<file path="src/rtl/cacheline_adaptor_if.sv">
// rtl/cacheline_adaptor_if.sv - arbiter-side line signals and memory-side burst signals
interface cacheline_adaptor_if;
    // Arbiter (upstream) side, single 256-bit line transfer
    logic         line_read;
    logic         line_write;
    logic [31:0]  line_address;
    logic [255:0] line_wdata;
    logic [255:0] line_rdata;
    logic         line_resp;
    logic         line_error;

    // Physical memory (downstream) side, 4 x 64-bit burst
    logic         burst_read;
    logic         burst_write;
    logic [31:0]  burst_address;
    logic [63:0]  burst_wdata;
    logic         burst_resp;
    logic [63:0]  burst_rdata;
    logic         burst_error;

    // Adaptor view
    modport slave (
        input  line_read, line_write, line_address, line_wdata,
        output line_rdata, line_resp, line_error,
        output burst_read, burst_write, burst_address, burst_wdata,
        input  burst_resp, burst_rdata, burst_error
    );

    // Environment view (arbiter plus memory)
    modport master (
        output line_read, line_write, line_address, line_wdata,
        input  line_rdata, line_resp, line_error,
        input  burst_read, burst_write, burst_address, burst_wdata,
        output burst_resp, burst_rdata, burst_error
    );
endinterface

</file>
<file path="src/rtl/cacheline_adaptor.sv">
// rtl/cacheline_adaptor.sv - 256-bit line to 4-beat 64-bit burst adaptor; optional watchdog via CACHELINE_ADAPTOR_TIMEOUT_EN
module cacheline_adaptor #(
    parameter int unsigned TIMEOUT_CYCLES = 1024
) (
    input  logic                clk,
    input  logic                rst_n,
    cacheline_adaptor_if.slave  bus
);

    localparam logic [1:0] S_IDLE  = 2'd0;
    localparam logic [1:0] S_READ  = 2'd1;
    localparam logic [1:0] S_WRITE = 2'd2;
    localparam logic [1:0] S_DONE  = 2'd3;

`ifdef CACHELINE_ADAPTOR_TIMEOUT_EN
    localparam bit WDOG_ON = 1'b1;
`else
    localparam bit WDOG_ON = 1'b0;
`endif

    logic [1:0]   r_state;
    logic [1:0]   r_beat;
    logic         r_err;
    logic [31:0]  r_addr;
    logic [255:0] r_wline;
    logic [255:0] r_rline;
    logic [31:0]  r_wdog;

    logic         w_busy;
    logic         w_timeout;
    logic         w_abort;
    logic [7:0]   w_beat_idx;

    assign w_busy     = (r_state == S_READ) || (r_state == S_WRITE);
    assign w_beat_idx = {r_beat, 6'd0};

    // The watchdog only fires on the Nth consecutive silent cycle; an ack in
    // the same cycle always wins so a late-but-valid beat is never discarded.
    assign w_timeout  = WDOG_ON && w_busy && !bus.burst_resp
                        && (r_wdog == TIMEOUT_CYCLES - 1);
    assign w_abort    = w_busy && (bus.burst_error || w_timeout);

    assign bus.burst_read    = (r_state == S_READ);
    assign bus.burst_write   = (r_state == S_WRITE);
    assign bus.burst_address = r_addr;
    assign bus.burst_wdata   = (r_state == S_WRITE) ? r_wline[w_beat_idx +: 64] : 64'd0;
    assign bus.line_rdata    = r_rline;
    assign bus.line_resp     = (r_state == S_DONE);
    assign bus.line_error    = (r_state == S_DONE) && r_err;

    // Transfer sequencer: capture request, stream four beats, pulse completion
    always_ff @(posedge clk or negedge rst_n) begin
        if (!rst_n) begin
            r_state <= S_IDLE;
            r_beat  <= 2'd0;
            r_err   <= 1'b0;
            r_addr  <= 32'd0;
            r_wline <= 256'd0;
            r_rline <= 256'd0;
        end else begin
            case (r_state)
                S_IDLE: begin
                    r_beat <= 2'd0;
                    if (bus.line_read) begin
                        r_addr  <= {bus.line_address[31:5], 5'd0};
                        r_state <= S_READ;
                    end else if (bus.line_write) begin
                        r_addr  <= {bus.line_address[31:5], 5'd0};
                        r_wline <= bus.line_wdata;
                        r_state <= S_WRITE;
                    end
                end
                S_READ, S_WRITE: begin
                    if (w_abort) begin
                        r_err   <= 1'b1;
                        r_beat  <= 2'd0;
                        r_state <= S_DONE;
                    end else if (bus.burst_resp) begin
                        if (r_state == S_READ) begin
                            r_rline[w_beat_idx +: 64] <= bus.burst_rdata;
                        end
                        r_beat <= r_beat + 2'd1;
                        if (r_beat == 2'd3) begin
                            r_state <= S_DONE;
                        end
                    end
                end
                S_DONE: begin
                    // Upstream is still holding its request here; go straight
                    // to IDLE so the stale request is not re-issued.
                    r_err   <= 1'b0;
                    r_state <= S_IDLE;
                end
                default: r_state <= S_IDLE;
            endcase
        end
    end

    // Inter-beat watchdog: counts consecutive silent burst cycles
    always_ff @(posedge clk or negedge rst_n) begin
        if (!rst_n) begin
            r_wdog <= 32'd0;
        end else if (!WDOG_ON || !w_busy || bus.burst_resp || w_timeout) begin
            r_wdog <= 32'd0;
        end else begin
            r_wdog <= r_wdog + 32'd1;
        end
    end

endmodule

</file>
<file path="src/flat_wrapper.sv">
// flat-port wrapper written by rule: the top's interface ports become plain ports
module cacheline_adaptor_flat 
#(
    parameter int unsigned TIMEOUT_CYCLES = 1024
)
  (clk, rst_n, bus_line_read, bus_line_write, bus_line_address, bus_line_wdata, bus_line_rdata, bus_line_resp, bus_line_error, bus_burst_read, bus_burst_write, bus_burst_address, bus_burst_wdata, bus_burst_resp, bus_burst_rdata, bus_burst_error);
  cacheline_adaptor_if bus_i ();
  input  logic clk;
  input  logic rst_n;
  input wire logic [$bits(bus_i.line_read)-1:0] bus_line_read;
  input wire logic [$bits(bus_i.line_write)-1:0] bus_line_write;
  input wire logic [$bits(bus_i.line_address)-1:0] bus_line_address;
  input wire logic [$bits(bus_i.line_wdata)-1:0] bus_line_wdata;
  output wire logic [$bits(bus_i.line_rdata)-1:0] bus_line_rdata;
  output wire logic [$bits(bus_i.line_resp)-1:0] bus_line_resp;
  output wire logic [$bits(bus_i.line_error)-1:0] bus_line_error;
  output wire logic [$bits(bus_i.burst_read)-1:0] bus_burst_read;
  output wire logic [$bits(bus_i.burst_write)-1:0] bus_burst_write;
  output wire logic [$bits(bus_i.burst_address)-1:0] bus_burst_address;
  output wire logic [$bits(bus_i.burst_wdata)-1:0] bus_burst_wdata;
  input wire logic [$bits(bus_i.burst_resp)-1:0] bus_burst_resp;
  input wire logic [$bits(bus_i.burst_rdata)-1:0] bus_burst_rdata;
  input wire logic [$bits(bus_i.burst_error)-1:0] bus_burst_error;
  assign bus_i.line_read = bus_line_read;
  assign bus_i.line_write = bus_line_write;
  assign bus_i.line_address = bus_line_address;
  assign bus_i.line_wdata = bus_line_wdata;
  assign bus_line_rdata = bus_i.line_rdata;
  assign bus_line_resp = bus_i.line_resp;
  assign bus_line_error = bus_i.line_error;
  assign bus_burst_read = bus_i.burst_read;
  assign bus_burst_write = bus_i.burst_write;
  assign bus_burst_address = bus_i.burst_address;
  assign bus_burst_wdata = bus_i.burst_wdata;
  assign bus_i.burst_resp = bus_burst_resp;
  assign bus_i.burst_rdata = bus_burst_rdata;
  assign bus_i.burst_error = bus_burst_error;
  cacheline_adaptor #(.TIMEOUT_CYCLES(TIMEOUT_CYCLES)) u_core (.clk(clk), .rst_n(rst_n), .bus(bus_i));
endmodule
</file>
<file path="config.mk">
export PLATFORM = sky130hd
export DESIGN_NAME = cacheline_adaptor_flat
export DESIGN_NICKNAME = d
export VERILOG_FILES = /design/src/rtl/cacheline_adaptor_if.sv /design/src/rtl/cacheline_adaptor.sv /design/src/flat_wrapper.sv
export SDC_FILE = /design/constraint.sdc
export NUM_CORES = 1
export LEC_CHECK = 0
export ABC_AREA = 1
export BUFFER_PORTS_ARGS = -buffer_cell sky130_fd_sc_hd__buf_2
export CORE_MARGIN = 3
export CORE_UTILIZATION = 26
export CTS_BUF_LIST = sky130_fd_sc_hd__clkbuf_4 sky130_fd_sc_hd__clkbuf_8
export DETAILED_ROUTE_END_ITERATION = 10
export GPL_ROUTABILITY_DRIVEN = 0
export SLEW_MARGIN = 5
export SYNTH_ARGS = -nofsm -noshare
export SYNTH_HDL_FRONTEND = slang
export SYNTH_SLANG_ARGS = --single-unit
</file>
<file path="constraint.sdc">
create_clock -name clk -period 5.7 [get_ports clk]
set_input_delay 0.285 -clock clk [delete_from_list [all_inputs] [get_ports clk]]
set_output_delay 0.285 -clock clk [all_outputs]
set_load 0.01 [all_outputs]
</file>
**After elaboration in Yosys (flattened, before gate mapping)**

Index checks and enable logic that the tools add are counted.

- Flip-flop bits (word level): 549
- Input bits: 358
- Word-level logic and storage cells: 50

- Add/subtract/negate cells: 2
- Eq/ne operators: 8
- Shift operators: 3
- Multiplexer cells: 15
- Bitwise gates (word level): 2
- Reduce and logical (&&, ||, !) cells: 14

Operators with widths:

| cell | count |
|---|---|
| $bwmux 256 | 1 |
| $shift 64x10->256 const A | 1 |
| $shiftx 256x9->64 | 1 |
| $shiftx 64x10->256 | 1 |
| $mux 32 | 2 |
| $mux 64 | 1 |
| $mux 2 | 7 |
| $neg 8->10 | 1 |
| $eq 2x2->1 const B | 3 |
| $pmux 2 s3 | 1 |
| $reduce_and 2->1 | 3 |
| $reduce_and 3->1 | 2 |
| $reduce_bool 2->1 | 3 |
| $pmux 2 s2 | 1 |
| $reduce_and 4->1 | 1 |
| $ne 3x1->1 const B | 1 |
| $ne 3x2->1 const B | 1 |
| $ne 3x3->1 const B | 1 |
| $add 2x1->2 const B | 1 |
| $eq 2x1->1 const B | 1 |
| $logic_and 1x1->1 | 2 |
| $logic_not 2->1 | 1 |
| $ne 2x1->1 const B | 1 |
| $not 1->1 | 2 |
| other kinds (4) | 4 |

**Depth between registers and ports, before layout**

Gate-level depths: netlist of run 1.

- Word-level depth: 5
- Mapped depth: 12
- Gate-level depth less buffers: 8

**Worst setup path after synthesis of run 1**

OpenSTA, ideal clock, no wires.

- Kind: register to register
- From: register u_core.r_beat[0]
- To: register u_core.r_rline[207], in the netlist u_core.bus.line_rdata[207]
- Setup time: 65 ps
- Arrival time: 1992 ps
- Required time: 5635 ps
- Setup slack: 3644 ps
- Cell stages (with the launch flop): 12
- Cell sequence: dfrtp_1 -> buf_4 -> inv_2 -> buf_2 -> buf_2 -> ha_1 -> or2_1 -> buf_6 -> buf_6 -> nor2_1 -> nand2_1 -> nand2_1

- Cells in the longest elaborated chain, start to end: 3
- Elaborated cells between the ends (all ways): 4
- Those cells by class: 1 x add/sub; 2 x shift; 1 x mux

RTL lines:

| what | RTL line | text |
|---|---|---|
| from (decl) | cacheline_adaptor.sv:22 | `logic [1:0] r_beat;` |
| from (signal assigned) | cacheline_adaptor.sv:82 | `r_beat <= r_beat + 2'd1;` |
| $neg 8->10 * | cacheline_adaptor.sv:80 | `r_rline[w_beat_idx +: 64] <= bus.burst_rdata;` |
| $shiftx 64x10->256 or $shift 64x10->256 (tied branches) | cacheline_adaptor.sv:80 |  |
| $bwmux 256 * | cacheline_adaptor.sv:80 |  |
| to (signal, indexed assignment) | cacheline_adaptor.sv:80 |  |
| to (decl) | cacheline_adaptor.sv:26 | `logic [255:0] r_rline;` |

Mark *: on every way between the ends. The rest lies on a longest branch, timed or not.
A chain may end at the register's enable or synchronous reset.

**Worst setup path after layout of run 1**

- From: register u_core.r_beat[0]
- To: output bus_burst_wdata[52]

- Cells in the longest elaborated chain, start to end: 2

RTL lines:

| what | RTL line | text |
|---|---|---|
| $shiftx 256x9->64 | cacheline_adaptor.sv:46 | `assign bus.burst_wdata = (r_state == S_WRITE) ? r_wline[w_beat_idx +: 64] : 64'd0;` |
| $mux 64 | cacheline_adaptor.sv:46 |  |
| to (decl) | flat_wrapper.sv:20 | `output wire logic [$bits(bus_i.burst_wdata)-1:0] bus_burst_wdata;` |

No other way between the ends.

==> out/qor.txt, run 1 <==
Status = complete, no violations
CP endpoint kind = output pin
Met1 Track Usage GR = 23.8%
Grt total ovfl = 0
TritonCTS clock tree = built
Setup_tns = 0 ns
Top cells by area, synth = dfrtp_1, nand2_1, nor2_1
Period minus WS final = 3.73 ns
Core Util, Final = 36.8%
Drc violations = 0
Cell taking the most area after synthesis = dfrtp_1
Vias in the first global route = 24500
Worst Setup Path Type = flop to output pin
Pre-CTS WS = 2.35 ns
Area share of the largest cell type after synthesis = 54.4%
# setup viols final = 0
Unrepaired setup endpoints after global routing = no
Cells after synthesis = 3218
Die area = 100000 sq um
Initial antenna violation count = 19
Detailed Route WL = 100000 microns
Dpl cell area = 29300 sq um
Most frequent cell after synthesis = nand2_1
PwrDens = 432 nW/um^2
Total CTS buffers = 99
Routed WL per cell = 18.1 microns
IO Port Bufs = 703
Avg Synthesized Cell Area = 7.77 sq um
Setup Skew = 0.0255 ns
Rows = 113
Drt first-iter violations = 2084
Post-synth EDFFs = 0
Slew HR = 22.0%
Die Span X = 316 microns
Critical Path AT = 3.44 ns
Vias = 24800
Mapped Area = 25000 sq um
YS warnings = 0
Starting Density = 26.3%
H-Tree Depth = 3
FF+latch area = 13600 sq um
Number of setup buffers added after CTS = 0
Cell variety after synth = 25
Share of layout cells above drive strength 1 = 21.7%
Chip Height = 316 microns
Leakage power = 18.8 nW
Synthesis-to-layout area growth = 39.9%
Clk buf depth = 3
Fillcell total = 9818
Post-DR vias/cell = 4.49
Sink Count = 544
Clk root buf = clkbuf_8
Peak Freq = 0.268 GHz
Max-slew violations = 0
Worst endpoint required time = 5.41 ns
M3 GR Usage = 5.15%
Final WS setup = 1.97 ns
DP HPWL = 66200 microns
Final Hold Fails = 0
Worst Max-Slew Pin Slew = 1.17 ns
Global-route wire length before repair = 148000 microns
Crit share post-route = 65.4%
Core ar. = 95200 sq um
Ys async rst share = 100%
Design Area, Final = 35000 sq um
IO Pins = 714
Post-DRT Antenna Nets = 0
Global route hottest layer = met2
Clk_lat worst skew = 0.74 ns
Max Cap Violations = 0
Post-synth top cells = nand2_1, dfrtp_1, nor2_1
Crit path max fanout = 73
Total global-route track usage = 19.4%
HP Class = primary input to async pin
Total Power = 15.1 mW
# resized after CTS = 0
Seq/Total Area, Yosys = 54.4%
Register bit total from synthesis = 544
Multi-input gate area = 9160 sq um
Max IR drop VDD = 0.272 mV
Worst-path clk slew = 0.06 ns
Final #Nets = 4560
Global routing usage on met2 = 32.4%
Largest net degree at the start of global routing = 147
DR pass1 iterations = 6
CP Launch Type = flop
Synth Flop Type = dfrtp_1
## layout by cell type, fill, tap and decap left out, types with 5 or more instances in the layout
master / instances
a21oi_1: 320
buf_12: 5
buf_2: 702
buf_4: 24
bufinv_16: 5
clkbuf_4: 40
clkbuf_8: 110
clkinv_2: 8
conb_1: 5
dfrtp_1: 542
diode_2: 13
dlygate4sd3_1: 356
ha_1: 11
inv_1: 293
inv_2: 5
nand2_1: 1003
nand3_1: 258
nand3_4: 6
nor2_1: 450
o21ai_0: 34
o21ai_1: 60
## per-stage QoR
step / hold slack (ns) / cells
2_1_floorplan: -0.0106 / 3222
4_1_cts: 0.114 / 5523
3_3_place_gp: 0.364 / 4999
3_5_place_dp: 0.365 / 4999
6_report: 0.169 / 5536
5_1_grt: 0.175 / 5529
## report_power, final
group / switching (mW) / internal, mW / total [mW]
combinational: 3.85 / 1.83 / 5.68
sequential: 0.407 / 5.04 / 5.45
clock: 1.72 / 2.25 / 3.97
## cells by family after synthesis
family                   synth area share (%)
flip-flops                               54.4
AO/OA/AOI/OAI                            8.34
AND/OR/NAND/NOR                          27.4
other                                  0.0150
buffers and inverters                    9.27
adder cells (fa/ha/maj)                 0.550
## state kept, by name, indices dropped and copies added, names as in the netlist
signal                    count
u_core.bus.line_rdata       256
u_core.r_wline              256
u_core.r_err                  1
u_core.r_beat                 2
u_core.bus.burst_address     27
u_core.r_state                2
## repair_timing
action                                  CTS  global route
endpoints found under the setup margin    0             0
endpoints found under the hold margin   617             0
hold buffers                            356             0
## layout make-up
class,count,share of cell area [%]
clock inverters,18,0.723
well taps,1265,4.52
repair buffers,1088,21.1
diodes,13,0.0930
inverters,302,3.26
flip-flops and latches,544,38.9
multi-input cells,2156,26.2
clock buffers,150,5.19
## critical path, cell delays in order, from the launching register on
cell and delay [ns]:
dfrtp_4 0.42, buf_4 0.72, buf_4 0.83, nand2_1 0.17, nand3_1 0.23, a21oi_1 0.10, buf_2 0.18
## routing by layer
| layer | share of wire (%) | routed length [microns] |
|---|---|---|
| met1 | 40 | 40400 |
| met2 | 47 | 47500 |
| met3 | 9.0 | 9000 |
| met4 | 3.3 | 3340 |
| met5 | 0 | 0 |
## worst paths after layout
path                                            from                           end  slack, ns  cells past startpoint
setup / recovery                    u_core.r_beat[0]           bus_burst_wdata[52]       1.97                      6
hold / removal                                 rst_n    u_core.bus.line_rdata[216]       0.17                      2
setup reg to reg                    u_core.r_beat[0]     u_core.bus.line_rdata[59]       2.37                      6
hold reg to reg            u_core.bus.line_rdata[93]     u_core.bus.line_rdata[93]       0.47                      2
max in group asynchronous                      rst_n  u_core.bus.burst_address[20]       4.06                      3
min in group clk                 bus_line_wdata[147]           u_core.r_wline[147]       0.33                      4
(Power assumes the default switching activity.)
==> inputs of run 2 (changes only) <==
--- a/config.mk
+++ b/config.mk
@@ -5,7 +5,7 @@
 export SDC_FILE = /design/constraint.sdc
 export NUM_CORES = 1
 export LEC_CHECK = 0
-export ABC_AREA = 1
+export ABC_AREA = 0
 export BUFFER_PORTS_ARGS = -buffer_cell sky130_fd_sc_hd__buf_2
 export CORE_MARGIN = 3
 export CORE_UTILIZATION = 26
==> constraint.sdc (replaced) <==
create_clock -name clk -period 3.5 [get_ports clk]
set_input_delay 0.175 -clock clk [delete_from_list [all_inputs] [get_ports clk]]
set_output_delay 0.175 -clock clk [all_outputs]
set_load 0.01 [all_outputs]
==> run 2 against run 1 <==
Against the previous run:
- setup slack got worse by 1.6 ns
- first-iteration DRC count decreased by 58%
- flip-flop and latch count unchanged
- via count decreased by 27%
- synthesized cell count decreased by 41%
- clock skew decreased by 0.0018 ns
- critical path depth decreased by 2
- worst hold slack got worse by 0.053 ns
- sequential power increased by 98%
- total power increased by 86%
- critical path type unchanged
==> out/qor.txt, run 2 <==
DR pass1 iterations = 6 (unchanged)
Initial antenna violation count = 19 (unchanged)
Design Area, Final = 35000 sq um (about the same)
Seq/Total Area, Yosys = 56.0% (+1.6 points)
Avg Synthesized Cell Area = 12.9 sq um (+66%)
Synth Flop Type = dfrtp_1
Crit path max fanout = 53 (-27%)
Max Cap Violations = 0 (unchanged)
Max IR drop VDD = 0.462 mV (+70%)
Cell taking the most area after synthesis = dfrtp_1
Peak Freq = 0.319 GHz
CP endpoint kind = output pin
Setup_tns = 0 ns (unchanged)
Worst path cell trace = buf_4 -> mux4_2 -> and2_1 -> buf_2
Most frequent cell after synthesis = dfrtp_1
CP max-delay cell = buf_4
Worst endpoint required time = 3.32 ns (-2.09 ns)
Starting Density = 26.4% (+0.068 points)
Final #Nets = 3347 (-27%)
Rows = 111 (-1.8%)
Total global-route track usage = 16.4% (-3.0 points)
Mapped Area = 24300 sq um (-2.8%)
Synth Area in Compound Gates = 0.304% (-8.0 points)
Final Hold Fails = 0 (unchanged)
Clk_lat worst skew = 0.71 ns (-0.03 ns)
Leakage power = 16.2 nW (-14%)
NetSw = 9.66 mW (+61%)
Die Span X = 312 microns (-1.4%)
Worst Max-Slew Pin Slew = 0.980 ns (-0.186 ns)
Clk root buf = clkbuf_8
Max-slew violations = 0 (unchanged)
Post-synthesis simple-gate area fraction = 6.23% (-21 points)
Worst Setup Path Type = flop to output pin
Core ar. = 92200 sq um (-3.1%)
Cells after synthesis = 1889 (-41%)
Detailed Route WL = 80400 microns (-20%)
Largest net degree at the start of global routing = 96 (-35%)
Crit share post-route = 89.7%
Share of layout cells above drive strength 1 = 41.9% (+20 points)
Grt total ovfl = 0 (unchanged)
Adder-cell area share of the yosys netlist = 0.566% (+0.016 points)
Total Power = 28.1 mW (+86%)
Unrepaired setup endpoints after global routing = no
Sequential power share = 38.5% (+2.4 points)
Sink Count = 544 (unchanged)
Vias in the first global route = 20200 (-18%)
H-Tree Depth = 3 (unchanged)
Clk pwr share = 23.4% (-2.9 points)
Setup crit start = u_core.r_beat[1]
Global-route wire length before repair = 124000 microns (-17%)
Dpl cell area = 29300 sq um (-0.19%)
Critical Path AT = 2.96 ns (-0.48 ns)
CP max stage delay = 0.77 ns (-0.06 ns)
Clk buf depth = 3 (unchanged)
Setup Skew = 0.0237 ns (-0.00176 ns)
Post-synth top cells = dfrtp_1, mux2_2, inv_1
IO Pins = 714 (unchanged)
Slew HR = 34.6% (+13 points)
Status = complete, no violations
Post-Synth XOR/XNOR Area = 0% (unchanged)
Commonest non-fill, non-tap cell in the layout = buf_2
Period minus WS final = 3.14 ns
Sw frac = 34.4% (-5.3 points)
Vias = 18200 (-27%)
PwrDens = 804 nW/um^2 (+86%)
Final WS setup = 0.361 ns (-1.61 ns)
Core Util, Final = 37.9% (+1.1 points)
Die area = 97200 sq um (-2.8%)
Multiplexer share of the synthesized area = 29.7% (+30 points)
Post-DR vias/cell = 4.24 (-5.5%)
Int Pwr = 18.4 mW (+100%)
YS warnings = 0 (unchanged)
CP Launch Type = flop
Pre-CTS WS = 0.754 ns (-1.60 ns)
Largest family of logic cells by synthesized area = multiplexers
Post-synth EDFFs = 0 (unchanged)
Synthesis-to-layout area growth = 43.8%
Number of setup buffers added after CTS = 0 (unchanged)
Routed WL per cell = 18.7 microns (+3.2%)
Area share of the largest cell type after synthesis = 56.0% (+1.6 points)
Drt first-iter violations = 881 (-58%)
Commonest cells after routing, fill and taps aside = buf_2, dfrtp_1, dlygate4sd3_1, mux2_2, inv_1
Register bit total from synthesis = 544 (unchanged)
TritonCTS clock tree = built
Worst-path clk slew = 0.06 ns (about the same)
Total CTS buffers = 99 (unchanged)
Top cells by area, synth = dfrtp_1, mux2_2, mux2i_1
HP Class = primary input to async pin
# setup viols final = 0 (unchanged)
Cell variety after synth = 33 (+32%)
IO Port Bufs = 703 (unchanged)
Chip Height = 312 microns (-1.4%)
Combinational Power Share = 38.1% (+0.5 points)
Ys async rst share = 100% (unchanged)
R2r startpoint = u_core.r_beat[1]
DP HPWL = 53800 microns (-19%)
Post-DRT Antenna Nets = 0 (unchanged)
Drc violations = 0 (unchanged)
## run 2: cell count changes in the layout (fill, tap and decap cells not counted), sizes merged, moves of 5 or more
cell    previous run  this run
mux2               0       283
and2               0        64
and4               0         5
a21oi            320         3
buf              732       746
nor2             452         2
clkbuf           150       159
nand2           1005       259
mux2i              0       258
mux4               0        64
diode             13         8
o21ai             95         2
inv              305       265
nand3            264         1
## run 2: power groups by stage
stage                     registers, mW  clock network, mW  logic, mW
after floorplan                    11.1                  0       5.82
after global placement             10.8                  0       10.2
after detailed placement           10.9                  0       10.4
after CTS                          10.8               6.80       10.8
after global routing               11.2               7.11       11.7
final                              10.8               6.57       10.7
## run 2: through the flow
stage          instances  hold WS (ns)
6_report            4303         0.116
3_3_place_gp        3767         0.303
4_1_cts             4295        0.0454
2_1_floorplan       1893        -0.121
3_5_place_dp        3767         0.293
5_1_grt             4301        0.0887
## run 2: critical path: cells and delay by family, from the launching register on
kind / cells / cell delay, ns
flops: 1 / 0.60
buf+inv: 2 / 0.95
mux: 1 / 0.41
simple gates: 1 / 0.25
## run 2: cell families (layout without fill, tap and decap cells)
| logic type | after synthesis | in the layout |
|---|---|---|
| mux | 605 | 605 |
| flops | 544 | 544 |
| buf+inv | 377 | 1536 |
| simple gates | 340 | 340 |
| fa+ha+maj | 11 | 11 |
| compound gates | 11 | 11 |
| other cells | 1 | 13 |
## run 2: path summary, 6_finish.rpt
kind	cells after the start	slack, ns	to
setup / recovery	4	0.36	bus_burst_wdata[31]
hold / removal	2	0.12	u_core.bus.line_rdata[168]
setup reg to reg	5	0.82	u_core.r_state[1]
hold reg to reg	1	0.50	u_core.r_wline[251]
max in group asynchronous	3	2.34	u_core.bus.burst_address[15]
min in group clk	3	0.22	u_core.r_wline[220]
## run 2: cell type report
class | instances | area, sq um
antenna | 8 | 20.0
clock buffer | 159 | 1940
clock inverter | 16 | 200
fill | 8984 | 57300
inverter | 262 | 983
multi-input combinational | 972 | 9000
sequential | 544 | 13600
tap | 1243 | 1560
timing repair buffer | 1099 | 7630
## run 2: repair_timing
| item | CTS | global route |
|---|---|---|
| gates resized for setup | 0 | 0 |
| hold buffers | 353 | 0 |
| endpoints found under the hold margin | 657 | 0 |
## run 2: metal layers
metal / global-route usage [%] / wire, microns / vias to the layer above
met2: 27.9 / 39300 / 638
met5: 0 / 72 / -
met1: 19.7 / 32600 / 9024
met4: 5.77 / 2680 / 12
li1: - / - / 8391
met3: 5.08 / 5710 / 176
